$ cat src/rtl/dmem_pkg.sv
// Shared definitions for the data-memory controller: access size codes,
// controller states and the alignment rule used by the lane logic.
package dmem_pkg;

    localparam logic [1:0] SZ_BYTE = 2'b00;
    localparam logic [1:0] SZ_HALF = 2'b01;
    localparam logic [1:0] SZ_WORD = 2'b10;

    typedef enum logic [1:0] {
        IDLE = 2'b00,
        BUSY = 2'b01,
        DONE = 2'b10
    } state_t;

    // Size 11 is reserved and always rejected; halves need an even address,
    // words need a word-aligned address.
    function automatic logic is_misaligned(input logic [1:0] sz, input logic [1:0] lo);
        logic bad;
        case (sz)
            SZ_BYTE: bad = 1'b0;
            SZ_HALF: bad = lo[0];
            SZ_WORD: bad = (lo != 2'b00);
            default: bad = 1'b1;
        endcase
        return bad;
    endfunction

endpackage

$ cat src/rtl/dmem_align.sv
// Combinational byte-lane logic: load extraction with sign/zero extension,
// store merge into the existing RAM word, and misalignment detection.
module dmem_align
    import dmem_pkg::*;
(
    input  logic [1:0]  size,
    input  logic [1:0]  lane,
    input  logic        ldunsigned,
    input  logic [31:0] ram_word,
    input  logic [31:0] store_data,
    output logic [31:0] load_data,
    output logic [31:0] merged_word,
    output logic        misalign
);

    logic [7:0]  byte_s;
    logic [15:0] half_s;

    // Pick the addressed byte and half out of the stored word (little-endian).
    always_comb begin
        byte_s = ram_word[{lane, 3'b000} +: 8];
        if (lane[1]) begin
            half_s = ram_word[31:16];
        end else begin
            half_s = ram_word[15:0];
        end
    end

    // Extend the selected lane to 32 bits; words pass through untouched.
    always_comb begin
        load_data = 32'h0000_0000;
        case (size)
            SZ_BYTE: load_data = ldunsigned ? {24'h00_0000, byte_s} : {{24{byte_s[7]}}, byte_s};
            SZ_HALF: load_data = ldunsigned ? {16'h0000, half_s} : {{16{half_s[15]}}, half_s};
            SZ_WORD: load_data = ram_word;
            default: load_data = 32'h0000_0000;
        endcase
    end

    // Overwrite only the addressed lane(s); every other byte keeps its value.
    always_comb begin
        merged_word = ram_word;
        case (size)
            SZ_BYTE: merged_word[{lane, 3'b000} +: 8] = store_data[7:0];
            SZ_HALF: merged_word[{lane[1], 4'b0000} +: 16] = store_data[15:0];
            SZ_WORD: merged_word = store_data;
            default: merged_word = ram_word;
        endcase
    end

    // Flag accesses that must be rejected.
    always_comb begin
        misalign = is_misaligned(size, lane);
    end

endmodule

$ cat src/rtl/dmem_ctrl.sv
// Multi-cycle data-memory controller: latches a load/store request, stalls
// the datapath for a fixed number of wait cycles, then returns extended load
// data or commits the store into an internal word RAM.
module dmem_ctrl
    import dmem_pkg::*;
#(
    parameter int DEPTH_WORDS = 64,
    parameter int WAIT_CYCLES = 2
) (
    input  logic        clk,
    input  logic        reset,
    input  logic        memread,
    input  logic        memwrite,
    input  logic [1:0]  size,
    input  logic        ldunsigned,
    input  logic [31:0] addr,
    input  logic [31:0] writedata,
    output logic [31:0] readdata,
    output logic        stall,
    output logic        misalign_err
);

    localparam int         AW     = $clog2(DEPTH_WORDS);
    localparam logic [3:0] WAIT_L = 4'(WAIT_CYCLES);

    state_t          state_r;
    logic [3:0]      cnt_r;
    logic [AW+1:0]   addr_r;
    logic [1:0]      size_r;
    logic            uns_r;
    logic            wr_r;
    logic [31:0]     wdata_r;
    logic [31:0]     readdata_r;
    logic            misalign_r;
    logic [31:0]     ram_r [DEPTH_WORDS];

    logic [AW+1:0]   eff_addr_s;
    logic [1:0]      eff_size_s;
    logic            eff_uns_s;
    logic            eff_wr_s;
    logic [31:0]     eff_wdata_s;
    logic [31:0]     load_s;
    logic [31:0]     merged_s;
    logic            mis_s;
    logic [31:0]     resp_data_s;
    logic            stall_s;
    logic            unused_addr_s;

    // Address bits above the RAM range are ignored so accesses wrap.
    assign unused_addr_s = ^addr[31:AW+2];

    // In IDLE the live request feeds the lane logic (needed for zero-wait
    // accesses); otherwise the latched copy is used and inputs are don't-care.
    always_comb begin
        if (state_r == IDLE) begin
            eff_addr_s  = addr[AW+1:0];
            eff_size_s  = size;
            eff_uns_s   = ldunsigned;
            eff_wr_s    = memwrite;
            eff_wdata_s = writedata;
        end else begin
            eff_addr_s  = addr_r;
            eff_size_s  = size_r;
            eff_uns_s   = uns_r;
            eff_wr_s    = wr_r;
            eff_wdata_s = wdata_r;
        end
    end

    dmem_align u_align (
        .size        (eff_size_s),
        .lane        (eff_addr_s[1:0]),
        .ldunsigned  (eff_uns_s),
        .ram_word    (ram_r[eff_addr_s[AW+1:2]]),
        .store_data  (eff_wdata_s),
        .load_data   (load_s),
        .merged_word (merged_s),
        .misalign    (mis_s)
    );

    // Stores and rejected accesses return zero; loads return extended data.
    always_comb begin
        if (eff_wr_s || mis_s) begin
            resp_data_s = 32'h0000_0000;
        end else begin
            resp_data_s = load_s;
        end
    end

    // Stall covers the request cycle and all BUSY cycles, never during reset.
    always_comb begin
        if (!reset) begin
            stall_s = 1'b0;
        end else if (state_r == IDLE) begin
            stall_s = memread | memwrite;
        end else if (state_r == BUSY) begin
            stall_s = 1'b1;
        end else begin
            stall_s = 1'b0;
        end
    end

    // Controller FSM: request latch, wait countdown, registered response.
    always_ff @(posedge clk) begin
        if (!reset) begin
            state_r    <= IDLE;
            cnt_r      <= 4'd0;
            addr_r     <= '0;
            size_r     <= 2'b00;
            uns_r      <= 1'b0;
            wr_r       <= 1'b0;
            wdata_r    <= 32'h0000_0000;
            readdata_r <= 32'h0000_0000;
            misalign_r <= 1'b0;
        end else begin
            misalign_r <= 1'b0;
            case (state_r)
                IDLE: begin
                    if (memread || memwrite) begin
                        addr_r  <= addr[AW+1:0];
                        size_r  <= size;
                        uns_r   <= ldunsigned;
                        wr_r    <= memwrite;
                        wdata_r <= writedata;
                        if (WAIT_L == 4'd0) begin
                            state_r    <= DONE;
                            readdata_r <= resp_data_s;
                            misalign_r <= mis_s;
                        end else begin
                            state_r <= BUSY;
                            cnt_r   <= WAIT_L;
                        end
                    end
                end
                BUSY: begin
                    if (cnt_r <= 4'd1) begin
                        state_r    <= DONE;
                        cnt_r      <= 4'd0;
                        readdata_r <= resp_data_s;
                        misalign_r <= mis_s;
                    end else begin
                        cnt_r <= cnt_r - 4'd1;
                    end
                end
                DONE: begin
                    state_r <= IDLE;
                end
                default: begin
                    state_r <= IDLE;
                    cnt_r   <= 4'd0;
                end
            endcase
        end
    end

    // Store commit at the end of DONE; a reset on that edge cancels it and
    // reset never clears the array itself.
    always_ff @(posedge clk) begin
        if (reset && (state_r == DONE) && wr_r && !mis_s) begin
            ram_r[addr_r[AW+1:2]] <= merged_s;
        end
    end

    assign readdata     = readdata_r;
    assign misalign_err = misalign_r;
    assign stall        = stall_s;

endmodule
$ cat config.mk
export PLATFORM = sky130hd
export DESIGN_NAME = dmem_ctrl
export DESIGN_NICKNAME = d
export VERILOG_FILES = /design/src/rtl/dmem_pkg.sv /design/src/rtl/dmem_align.sv /design/src/rtl/dmem_ctrl.sv
export SDC_FILE = /design/constraint.sdc
export NUM_CORES = 2
export LEC_CHECK = 0
export CAP_MARGIN = 10
export CELL_PAD_IN_SITES_DETAIL_PLACEMENT = 1
export CELL_PAD_IN_SITES_GLOBAL_PLACEMENT = 1
export CORE_ASPECT_RATIO = 1.2
export CORE_MARGIN = 2
export CORE_UTILIZATION = 48
export CTS_CLUSTER_SIZE = 20
export DETAILED_ROUTE_END_ITERATION = 7
export GPL_TIMING_DRIVEN = 0
export PLACE_DENSITY_LB_ADDON = 0.15
export SLEW_MARGIN = 0
export SYNTH_ARGS = -nofsm -noshare
export SYNTH_HDL_FRONTEND = slang
export SYNTH_SLANG_ARGS = --single-unit
$ cat constraint.sdc
create_clock -name clk -period 6.4 [get_ports clk]
set_input_delay 1.28 -clock clk [delete_from_list [all_inputs] [get_ports clk]]
set_output_delay 1.28 -clock clk [all_outputs]
set_load 0.005 [all_outputs]
[Word-level counts from Yosys, hierarchy flattened]
Memories as Yosys holds them, arrays and structs flattened.
Index checks and enable logic that the tools add are counted.
Storage, ports and cells
  register bits after elaboration: 83
  bits in read-only memories: 0
  logic and storage cells: 66
  RAM bits: 2048
  bits in latches: 0
  memories: 1
Memories
  ram_r: words 64, width 32, read ports 1, clocked after Yosys merged registers in 0, write ports 1, RTL line dmem_ctrl.sv:35  | logic [31:0] ram_r [DEPTH_WORDS];
Cells by class
  multiplexer cells: 25
  bitwise operators: 2
  multipliers: 0
  $lt $le $gt $ge: 1
  eq/ne operators: 6
  shift-type cells: 5
  reduce and logical (&&, ||, !) cells: 14
  divide/modulo/power cells: 0
  add/sub/neg operators: 3
Operators with widths (number)
  $pmux W32 S3: 2
  $mux W32: 4
  $bwmux W32: 2
  $shift A16 B7 Y32 const A: 1
  $shift A8 B7 Y32 const A: 1
  $shiftx A16 B7 Y32: 1
  $shiftx A32 B6 Y8: 1
  $shiftx A8 B7 Y32: 1
  $mux W16: 1
  $neg A5 Y7: 2
  $pmux W4 S3: 1
  $mux W4: 2
  $mux W8: 1
  $reduce_and A2 Y1: 4
  $mux W1: 7
  $mux W2: 3
  $eq A2 B1 Y1 const B: 2
  $eq A2 B2 Y1 const B: 2
  $le A4 B1 Y1 const B: 1
  $logic_not A2 Y1: 2
  $ne A2 B1 Y1 const B: 2
  $pmux W2 S2: 1
  $sub A4 B1 Y4 const B: 1
  $logic_and A1 B1 Y1: 3
  other kinds (7): 8

[Depth between registers and ports, before layout]
  word-level depth: 8
  mapped depth: 18
  mapped depth without buffers: 10

[By module]
From an unflattened synthesis, not the netlist that was laid out.
Second synthesis, totals
  cells, all modules: 5313
  area total of the unflattened synthesis: 87117.3 um^2
Modules (own cells, without submodules)
  dmem_ctrl: area an instance 85092.9 um^2, cells each 5028, seq. area each 63160.6 um^2, instances 1
  dmem_align: area an instance 2024.4 um^2, cells each 285, seq. area each 0.0 um^2, instances 1

[Worst setup path after synthesis]
Ideal clock, no wire load.
  path type: input port to flip-flop
  from: input addr[2]
  to: memory ram_r[0][8], data pin
  stages on the path: 14
  library setup time: 0.721 ns
  slack: -0.560 ns
  arrival time: 6.239 ns
  path buffers: 5
  cell sequence: buf_6 -> or3b_1 -> buf_4 -> nand2_8 -> buf_6 -> buf_6 -> buf_4 -> nand2_1 -> a311oi_1 -> and3b_1 -> o2111a_1 -> o221ai_1 -> a21oi_1 -> a211oi_1
Between the ends
  cells in the longest elaborated chain, start to end: 4
  elaborated cells between the ends (all ways): 5
  those cells by class: 4 x mux; 1 x memory
RTL lines
  start: declaration: RTL line dmem_ctrl.sv:16  | input logic [31:0] addr,
  $mux W8 *: RTL line dmem_ctrl.sv:55  | if (state_r == IDLE) begin
  $mem_v2 Z64 W32 *
  $bwmux W32 (on tied branches): RTL line dmem_align.sv:45, dmem_align.sv:44
  $pmux W32 S3 *: RTL line dmem_align.sv:43  | case (size)
  net merged_s[8]: RTL line dmem_ctrl.sv:43  | logic [31:0] merged_s;
  end: declaration: RTL line dmem_ctrl.sv:35
Mark *: on every way through the listed nets, which the timed path passes. The rest lies on a longest branch.

[Final worst setup path]
  from: input addr[5]
  to: memory ram_r[3][12], data pin
The elaborated chain is that of the path after synthesis.

==> summary.md <==
| Metric | Value |
|---|---|
| Final Routed Wirelength | `402000 microns` |
| Die X-Extent | `391 microns` |
| Clock skew | `48.0 ps` |
| Clock-pin slew reported for the worst setup and hold paths after clock tree synthesis | `60 ps` |
| Synth area leader | `sky130_fd_sc_hd__edfxtp_1` |
| All-Layer GR Usage | `43.1%` |
| Grt ovf | `0` |
| Count of warnings emitted by yosys | `0` |
| Worst setup SP type | `input pin` |
| Flop pwr share | `42.7%` |
| Synth Net Count | `6249` |
| Sequential area share after synthesis | `73.4%` |
| TritonCTS clock tree | `built` |
| Overall die height | `468 microns` |
| Number of cells traversed by the worst hold path | `2` |
| Combined buffer and inverter count along the critical path | `5` |
| Depth of the most critical reg-to-reg path | `17` |
| Timing-limited maximum frequency | `0.152 GHz` |
| Finished Layout Cells | `9163` |
| GPL Wtd Cong | `0.952` |
| Critical setup path kind | `in -> reg` |
| Endpoint required time on the critical path | `6980 ps` |
| Crit-path slowest cell | `sky130_fd_sc_hd__nand3_1` |
| Number of max-capacitance violations reported | `1` |
| Post-route DRC | `0` |
| CTS Sinks | `2131` |
| Standard-cell row count | `170` |
| First-pass GRT wire length | `531000 microns` |
| Port Buffer Count | `78` |
| Core Area | `0.178 sq mm` |
| Cell total after placement | `8749` |
| Internal power | `27.0 mW` |
| Nature of the critical path endpoint | `flip-flop` |
| Starting utilization of the core area | `48.2%` |
| Fill cell total of the finished layout | `16800` |
| Final Power | `40.9 mW` |
| Final nets | `6729` |
| Relative slew slack | `0.212%` |
| Largest cells by area after synthesis | `sky130_fd_sc_hd__edfxtp_1, sky130_fd_sc_hd__nand2_1, sky130_fd_sc_hd__mux2i_1, sky130_fd_sc_hd__nand3_1, sky130_fd_sc_hd__dfxtp_1` |
| TritonCTS buffer count | `206` |
| Combinational cell fraction of total power | `26.6%` |
| Setup WS post-layout | `-180 ps` |
| Growth of design area from synthesis to finish | `18.1%` |
| Count of final setup violators | `554` |
| Max rail drop VDD | `0.295 mV` |
| Post-synthesis average cell area | `13.9 sq um` |
| Total of flip-flops plus latches after synthesis | `2131` |
| Clock insertion delay at the later pin of the skew report | `910 ps` |
| Detailed router's first-iteration violation count | `11400` |
| Number of slew-limit violations in the final report | `0` |
| Post-synthesis cell area | `0.0861 sq mm` |
| Total via count after detailed routing | `65200` |
| Power density relative to cell area | `403 mW/mm^2` |
| Path class of the lowest-slack min-delay path | `reg -> reg` |
| Pin count of the biggest net entering global routing | `63` |
| Number of buffers on the longest clock path | `3` |
| Clock root buffer master | `sky130_fd_sc_hd__clkbuf_16` |
| Total die area | `0.183 sq mm` |
| Post-layout minimum cycle time | `6580 ps` |
| Remaining antenna violation count | `0` |
| Worst-path fanout max | `62` |
| Ordered cell list for the critical path | `clkdlybuf4s50_1 -> or3b_1 -> clkbuf_1 -> nand2_1 -> buf_2 -> buf_2 -> mux4_2 -> a221oi_1 -> nand3_1 -> a21oi_1 -> o21ai_1 -> a221o_2 -> buf_12` |
| Via count of the first global-routing pass | `63900` |
| Period Utilization, post-route | `103%` |
| Number of hold-slack violations in the final timing report | `0` |
| Number of antenna violations at the first check in global routing | `44` |
| P_sw | `13.9 mW` |
| Total half-perimeter wirelength after legalization and detailed placement | `272000 microns` |
| Cell count after synthesis | `6171` |
| Status | `complete, but fails checks` |
| CP most frequent cell | `sky130_fd_sc_hd__buf_2` |
| Length of the first detailed-routing pass in iterations | `8` |
| Share of power burned in the clock network | `30.7%` |
| Number of placed I/O pins | `105` |
| Async set-or-reset flop fraction in the synthesized netlist | `0%` |
| WL per Instance | `43.8 microns` |
| Top flip-flop cell by instance count after synthesis | `sky130_fd_sc_hd__edfxtp_1` |
| Max incr delay on CP | `840 ps` |
| Post-synth EDFFs | `2048` |
| Delay-heaviest family, CP | `buffers and inverters` |
| Slew at the pin closest to its max-slew limit | `1490 ps` |
| Share of layout cells above drive strength 1 | `14.8%` |
| Switching share of power | `34.1%` |
| Violated checks | `capacitance limit, setup timing` |
| Distinct cell type count of the synthesized netlist | `91` |
| Leakage power figure | `33.7 nW` |
| H-tree levels | `4` |
| Routed vias/inst | `7.11` |
| WP depth | `13` |
| Area share of the leading cell type in the synthesized netlist | `71.5%` |
| Endpoint arrival time on the critical path | `7160 ps` |
[cells by family (layout without fill, tap and decap cells)]
family	Yosys count	after routing	share of synthesized area (%)
AOI/OAI and AO/OA	924	931	7.46
muxes	344	344	4.64
adders and majority gates	7	7	0.102
DFF	2131	2131	73.4
and+or+nand+nor	2350	2351	11.8
other	0	12	0
xor gates and xnor gates	3	3	0.0305
buffers and inverters	412	1062	2.59
[flip-flops by register name (all words and copies together) (netlist names)]
name	cells
wdata_r	32
state_r	2
wr_r	1
size_r	2
addr_r	8
cnt_r	4
uns_r	1
ram_r	2048
misalign_err	1
readdata	32
[power by group through the flow]
stage	logic (mW)	registers [mW]	clock network [mW]
detailed placement	9.96	17.8	0
global placement	8.64	18.2	0
global route	10.9	17.5	12.9
CTS	10.1	17.5	12.5
finish	10.9	17.5	12.6
floorplan	4.43	18.0	0
[cell usage after synthesis, drive strengths merged, types with 6 or more instances]
library cell,n
nor2b,6
o32ai,9
o2111ai,23
and4,12
mux2,36
a211oi,34
a222oi,12
o21ai,156
a21oi,151
ha,7
a32oi,118
nand4,105
o211ai,29
and3,52
clkbuf,120
nand2,1455
mux4,40
o22ai,21
inv,14
mux2i,268
a311oi,9
a22oi,18
a221oi,55
nor3,26
nand2b,11
o21a,27
o221ai,17
buf,278
nand3,455
a31oi,190
nor2,195
edfxtp,2048
dfxtp,83
or4,6
[path summary, 6_finish.rpt]
| path | startpoint | end | slack [ps] |
|---|---|---|---|
| max | addr[5] | ram_r[3][12] | -180 |
| max reg2reg | state_r[1] | ram_r[34][0] | -40 |
| min | wdata_r[4] | wdata_r[4] | 450 |
| min reg2reg | wdata_r[4] | wdata_r[4] | 450 |
[worst reg2reg max path: cells and delay by family, from the launching register on]
kind | cells | cell delay [ps]
buffers and inverters | 7 | 3160
flip-flops | 1 | 380
AND/OR/NAND/NOR | 4 | 950
AO/OA/AOI/OAI | 6 | 1750
[per-stage QoR]
step | area, sq um | util (%) | TNS [ps] | hold WS [ps] | setup WS [ps]
final | 102000 | 56.9 | -42590 | 455 | -180
after global routing | 102000 | 56.9 | -1040 | 484 | -36.8
after CTS | 101000 | 56.8 | 0 | 454 | 1.68
after detailed placement | 94400 | 52.9 | -1515580 | 446 | -1450
after global placement | 89800 | 50.3 | - | 442 | -6090
after floorplan | 86100 | - | 0 | 436 | 522
[placed cells by master, fill, tap and decap left out, types with 18 or more instances in the layout]
cell type                         synthesis  final
sky130_fd_sc_hd__clkbuf_1               119    136
sky130_fd_sc_hd__clkbuf_16                0    209
sky130_fd_sc_hd__and3_1                  52     52
sky130_fd_sc_hd__nand2_1               1453   1449
sky130_fd_sc_hd__o21a_1                  26     25
sky130_fd_sc_hd__mux2i_1                266    265
sky130_fd_sc_hd__buf_16                   0     45
sky130_fd_sc_hd__edfxtp_1              2048   2048
sky130_fd_sc_hd__a221oi_1                44     38
sky130_fd_sc_hd__mux2_2                  36     36
sky130_fd_sc_hd__mux4_2                  40     40
sky130_fd_sc_hd__o211ai_1                29     29
sky130_fd_sc_hd__dfxtp_1                 83     83
sky130_fd_sc_hd__clkinv_1                 0     58
sky130_fd_sc_hd__nor3_1                  25     24
sky130_fd_sc_hd__a31oi_1                190    190
sky130_fd_sc_hd__nand3_1                455    455
sky130_fd_sc_hd__a211oi_1                33     32
sky130_fd_sc_hd__a22oi_1                 18     18
sky130_fd_sc_hd__nor2_4                   4     74
sky130_fd_sc_hd__buf_4                   52     63
sky130_fd_sc_hd__o2111ai_1               23     23
sky130_fd_sc_hd__o21ai_0                146    138
sky130_fd_sc_hd__nand4_1                105    105
sky130_fd_sc_hd__clkdlybuf4s50_1          0     78
sky130_fd_sc_hd__buf_6                   28     31
sky130_fd_sc_hd__bufinv_16                0     26
sky130_fd_sc_hd__clkinv_2                 0     45
sky130_fd_sc_hd__buf_12                   1    128
sky130_fd_sc_hd__a32oi_1                118    118
sky130_fd_sc_hd__a21oi_1                150    137
sky130_fd_sc_hd__nor2_1                 189    110
sky130_fd_sc_hd__buf_2                  172    169
[cell type report]
type	instances	area, sq um	area share, %
plain buffers	394	2210	2.18
inverters	14	52.6	0.0517
clock inverters	143	1410	1.39
flip-flops and latches	2131	63200	62.2
multi-input cells	3636	21700	21.4
well taps	2322	2910	2.86
diodes	12	30.0	0.0295
clock buffers	243	5360	5.27
repair buffers	268	4750	4.68
[per-layer routing]
layer  up-vias  global-route usage (%)  part of all wire [%]
li1      24500                       -                     -
met1     33100                    52.0                    33
met2      5817                    64.8                    44
met3      1720                    12.3                    13
met4        20                    35.0                    10
met5         -                       0                 0.032
[what timing repair did]
| item | in CTS | in global routing |
|---|---|---|
| hold buffers | 0 | 0 |
| gates resized for setup | 32 | 35 |
| setup buffers | 8 | 4 |
| gates cloned | 3 | 5 |
| pin swaps | 6 | 6 |
| hold endpoints to repair | 0 | 0 |
| setup endpoints to repair | 683 | 463 |
Note: power is estimated with default switching activity, not from simulation.
